File: config.mk
export PLATFORM = sky130hd
export DESIGN_NAME = serial_adder_ctrl
export DESIGN_NICKNAME = d
export VERILOG_FILES = /design/src/rtl/serial_adder_pkg.sv /design/src/rtl/serial_adder_ctrl_fa_cell.sv /design/src/rtl/serial_adder_ctrl.sv
export SDC_FILE = /design/constraint.sdc
export NUM_CORES = 1
export LEC_CHECK = 0
export BUFFER_PORTS_ARGS = -buffer_cell sky130_fd_sc_hd__buf_2
export CORE_ASPECT_RATIO = 1.75
export CORE_MARGIN = 4
export CORE_UTILIZATION = 51
export DETAILED_ROUTE_END_ITERATION = 16
export HOLD_SLACK_MARGIN = 0.06
export PLACE_DENSITY = 0.77
export SYNTH_ARGS = -nofsm -noshare
export SYNTH_HDL_FRONTEND = slang
export SYNTH_SLANG_ARGS = --single-unit
File: constraint.sdc
create_clock -name clk -period 1.8 [get_ports clk]
set_input_delay 0.27 -clock clk [delete_from_list [all_inputs] [get_ports clk]]
set_output_delay 0.27 -clock clk [all_outputs]
set_load 0.005 [all_outputs]
File: src/rtl/serial_adder_pkg.sv
// Shared types and constants for the bit-serial adder (serial_adder_ctrl).
// Optional overflow output is enabled by defining SERIAL_ADD_OVF_EN.
package serial_adder_pkg;

   localparam int SA_WIDTH_DEFAULT = 8;

   typedef enum logic [1:0] {
      IDLE = 2'b00,
      RUN  = 2'b01,
      DONE = 2'b10
   } sa_state_e;

   // Counter must hold 0..WIDTH without wrapping.
   function automatic int sa_cnt_width(input int width);
      return $clog2(width + 1);
   endfunction

endpackage

File: src/rtl/serial_adder_ctrl_fa_cell.sv
// Single-bit full-adder cell used by serial_adder_ctrl, one bit per cycle.
// Purely combinational.
module fa_cell (
   input  logic a,
   input  logic b,
   input  logic cin,
   output logic s,
   output logic cout
);

   logic w_axb;

   assign w_axb = a ^ b;
   assign s     = w_axb ^ cin;
   assign cout  = (a & b) | (cin & w_axb);

endmodule

File: src/rtl/serial_adder_ctrl.sv
// Bit-serial adder: latches A/B/Cin on start, adds LSB-first over WIDTH cycles.
// Define SERIAL_ADD_OVF_EN to add the registered signed-overflow output ovf.
module serial_adder_ctrl
   import serial_adder_pkg::*;
#(
   parameter int WIDTH = SA_WIDTH_DEFAULT
) (
   input  logic             clk,
   input  logic             rst,
   input  logic             start,
   input  logic [WIDTH-1:0] A,
   input  logic [WIDTH-1:0] B,
   input  logic             Cin,
   output logic             busy,
   output logic             done,
   output logic [WIDTH-1:0] Sum,
   output logic             Carry
`ifdef SERIAL_ADD_OVF_EN
   ,
   output logic             ovf
`endif
);

   localparam int CNT_W = sa_cnt_width(WIDTH);

   sa_state_e          r_state;
   sa_state_e          w_state_nxt;
   logic               w_load;
   logic               w_step;
   logic               w_last;

   logic [WIDTH-1:0]   r_a;
   logic [WIDTH-1:0]   r_b;
   logic [WIDTH-1:1]   r_res;
   logic               r_carry;
   logic [CNT_W-1:0]   r_cnt;

   logic               w_s;
   logic               w_cout;
   logic [WIDTH-1:0]   w_res_nxt;

   fa_cell u_fa (
      .a    (r_a[0]),
      .b    (r_b[0]),
      .cin  (r_carry),
      .s    (w_s),
      .cout (w_cout)
   );

   assign w_last    = (r_cnt == CNT_W'(WIDTH - 1));
   assign w_res_nxt = {w_s, r_res};

   always_ff @(posedge clk) begin
      if (rst) begin
         r_state <= IDLE;
      end else begin
         r_state <= w_state_nxt;
      end
   end

   always_comb begin
      w_state_nxt = r_state;
      busy        = 1'b0;
      done        = 1'b0;
      w_load      = 1'b0;
      w_step      = 1'b0;
      case (r_state)
         IDLE: begin
            if (start) begin
               w_load      = 1'b1;
               w_state_nxt = RUN;
            end
         end
         RUN: begin
            busy   = 1'b1;
            w_step = 1'b1;
            if (w_last) begin
               w_state_nxt = DONE;
            end
         end
         DONE: begin
            done = 1'b1;
            if (start) begin
               w_load      = 1'b1;
               w_state_nxt = RUN;
            end else begin
               w_state_nxt = IDLE;
            end
         end
         default: begin
            w_state_nxt = IDLE;
         end
      endcase
   end

   // Operand and partial-result shift registers carry no reset; they are
   // always reloaded or fully overwritten before being observed.
   always_ff @(posedge clk) begin
      if (w_load) begin
         r_a <= A;
         r_b <= B;
      end else if (w_step) begin
         r_a   <= r_a >> 1;
         r_b   <= r_b >> 1;
         r_res <= w_res_nxt[WIDTH-1:1];
      end
   end

   always_ff @(posedge clk) begin
      if (rst) begin
         r_cnt   <= '0;
         r_carry <= 1'b0;
      end else if (w_load) begin
         r_cnt   <= '0;
         r_carry <= Cin;
      end else if (w_step) begin
         r_carry <= w_cout;
         if (!w_last) begin
            r_cnt <= r_cnt + CNT_W'(1);
         end
      end
   end

   // Visible results change only on the final bit-cycle.
   always_ff @(posedge clk) begin
      if (rst) begin
         Sum   <= '0;
         Carry <= 1'b0;
      end else if (w_step && w_last) begin
         Sum   <= w_res_nxt;
         Carry <= w_cout;
      end
   end

`ifdef SERIAL_ADD_OVF_EN
   // On the last cycle r_carry is the carry into the MSB.
   always_ff @(posedge clk) begin
      if (rst) begin
         ovf <= 1'b0;
      end else if (w_step && w_last) begin
         ovf <= r_carry ^ w_cout;
      end
   end
`endif

endmodule

==> results_dict.tcl <==
set metrics [dict create \
    outcome "finished clean" \
    endpoint "busy" \
    ctsResizeCount 0 \
    setup_viol_count_final 0 \
    ios 31 \
    r2r_setup_slack_ns 0.42 \
    crit_fanout 11 \
    ys_seq_area_share_pct 61.1 \
    min_period_over_period_pct 79.6 \
    holdBufCountCts 0 \
    antenna_found_initial 0 \
    p_per_area_mw_per_mm2 1050 \
    max_stage_delay_ns 0.33 \
    rr_endpoint "r_cnt[0]$_SDFFE_PP0P_" \
    slew_violations 0 \
    finalHoldWorstSlack_ns 0.233 \
    cts.path.max_buffers 2 \
    grt_pass1_wl_um 5350 \
    start_util_pct 52.6 \
    synth_most_common_cell "nand2_1" \
    reg2reg_from "r_cnt[0]$_SDFFE_PP0P_" \
    path_class "register to output port" \
    clockRootBuffer "clkbuf_8" \
    ys_top_cells_by_area "edfxtp_1, dfxtp_1, nand2_1, nand2b_1, mux2i_1" \
    worst_clock_skew_ns 0.00786 \
    areaGrowthSynthToFinish_pct 20.5 \
    viasPerCell 5.02 \
    syn_nets 169 \
    dpl_worst_slack_ns 0.422 \
    maxCapViolCount 0 \
    synth_edf_count 23 \
    critPathArrivalTime_ns 1.16 \
    cts.sinks 39 \
    ys_seq_elements 39 \
    io_buffers 30 \
    crit_path_start "r_state[1]$_SDFFE_PP0P_" \
    firstDrtPassIters 4 \
    start_kind "register" \
    instances_no_fill 226 \
    required_ns 1.53 \
    cts_tree "built" \
    fillers 269 \
    end_kind "output port" \
    die-height_um 83.3 \
    placedCellCount 218 \
    yosys_most_used_dff "edfxtp_1" \
    final.setup.tns_ns 0 \
    syn_avg_cell_area_sq_um 11.3 \
    dieWidth_um 51.1 \
    ys_warn_count 0 \
    grtUsageTotal_pct 16.7 \
    ant_nets 0 \
    period_needed_ns 1.43 \
    slowest_stage "dfxtp_1" \
    cts_setup_buffers 0 \
    synth.largest_area_cell "edfxtp_1" \
    syn_inst 147 \
    grt_pass1_vias 1198 \
    drive_gt1_share_pct 26.2 \
    worstRegToRegCells 3 \
    fin_ws_ns 0.368 \
    max_clock_freq_ghz 0.698 \
    dp_hpwl_um 2100 \
    placementRows 27 \
    num_antenna_cells 0 \
    hold_viol_final 0 \
    die-area_sq_mm 0.00425 \
    clkTransAtPathRegs_ns 0.08 \
    clock_latency_ns 0.29 \
    place.gp.congestion 0.754 \
    yosys-top-cells-count "nand2_1, edfxtp_1, nand2b_1" \
    layout.nets 204 \
    routed_wl_um 2910 \
    drc 0 \
    crit_chain "nand2b_4, inv_1, buf_4, buf_2" \
    vdd_drop_max_mv 1.25 \
    synth_area_sq_mm 0.00165 \
    vias 1134 \
    slew_headroom_pct 69.5 \
    synth_cell_types 27 \
    worst_pin_slew_ns 0.457 \
    grt_max_degree 27 \
    core_sq_mm 0.00314 \
    h-tree-depth 2 \
    leakage_nw 0.859 \
    rsz0062_at_grt "no" \
    numCtsBuffers 5 \
    drt-initial-drc-count 30 \
    wire_per_inst_um 12.9 \
    gr-total-overflow 0 \
    synth_top_area_share_pct 41.8 \
    hold_path.class "input port to register" \
    synthArstFlopShare_pct 0 \
]
[critical path, delay by kind of cell, from the launching register on]
kind / cells / cell delay, ns
buffers and inverters: 3 / 0.38
DFF: 1 / 0.33
and+or+nand+nor: 1 / 0.16
[area by class of cell]
| class | count | area (sq um) | area share [%] |
|---|---|---|---|
| clock inverters | 3 | 67.6 | 3.39 |
| repair buffers | 35 | 188 | 9.42 |
| well taps | 43 | 53.8 | 2.70 |
| flip-flops and latches | 39 | 1010 | 50.7 |
| multi-input cells | 100 | 601 | 30.1 |
| inverters | 1 | 3.75 | 0.188 |
| clock buffers | 5 | 68.8 | 3.45 |
[where the power goes]
group	leakage, nW	total (mW)	internal, mW	switching, mW
Clock	0.0644	0.860	0.553	0.307
Combinational	0.438	0.178	0.0771	0.101
Sequential	0.356	1.06	1.03	0.0272
Total	0.859	2.10	1.66	0.435
[layout by cell type, fill, tap and decap left out, types with 2 or more instances in the layout]
master	count
edfxtp_1	23
nor3_1	4
and2b_1	4
nand2_1	43
and2_1	2
dfxtp_1	16
mux2i_1	10
a21oi_1	2
bufinv_16	2
clkbuf_8	5
buf_4	5
buf_2	30
nand3b_1	2
nand2b_1	20
[layer usage]
metal | vias to the layer above | part of all wire, % | global-route usage, %
li1 | 558 | - | -
met1 | 530 | 41 | 19.2
met2 | 39 | 48 | 26.1
met3 | 7 | 7.6 | 6.28
met4 | 0 | 2.8 | 9.07
met5 | - | 0 | 0
[stage by stage]
step | power [mW] | utilization [%] | instance area (sq um)
after floorplan | 1.19 | - | 1650
after global placement | 1.25 | 59.1 | 1860
after detailed placement | 1.26 | 59.1 | 1860
after CTS | 2.12 | 63.4 | 1990
after global routing | 2.20 | 63.4 | 1990
final | 2.10 | 63.4 | 1990
[cell families (layout without fill, tap and decap cells)]
| logic type | count (synthesis) | count (layout) | synth area share (%) |
|---|---|---|---|
| simple gates | 81 | 81 | 25.2 |
| compound gates | 6 | 6 | 2.42 |
| flops | 39 | 39 | 61.1 |
| buf+inv | 8 | 44 | 2.57 |
| fa+ha+maj | 2 | 2 | 1.97 |
| mux | 11 | 11 | 6.73 |
[worst min path at each step]
stage	startpoint	to	slack [ns]	cells after the start
final	B[4]	r_b[4]$_DFFE_PP_	0.23	3
after floorplan	r_res[2]$_DFFE_PP_	r_res[1]$_DFFE_PP_	0.43	0
after CTS	B[4]	r_b[4]$_DFFE_PP_	0.22	3
after global placement	r_res[7]$_DFFE_PP_	r_res[6]$_DFFE_PP_	0.44	0
after global routing	B[3]	r_b[3]$_DFFE_PP_	0.23	3
after detailed placement	r_res[7]$_DFFE_PP_	r_res[6]$_DFFE_PP_	0.44	0
[registers in the layout (all words and copies together) (netlist names)]
register  count
r_res         7
r_a           8
r_state       2
r_carry       1
Carry         1
r_b           8
r_cnt         4
Sum           8
Power figures use the tool's default switching activity.
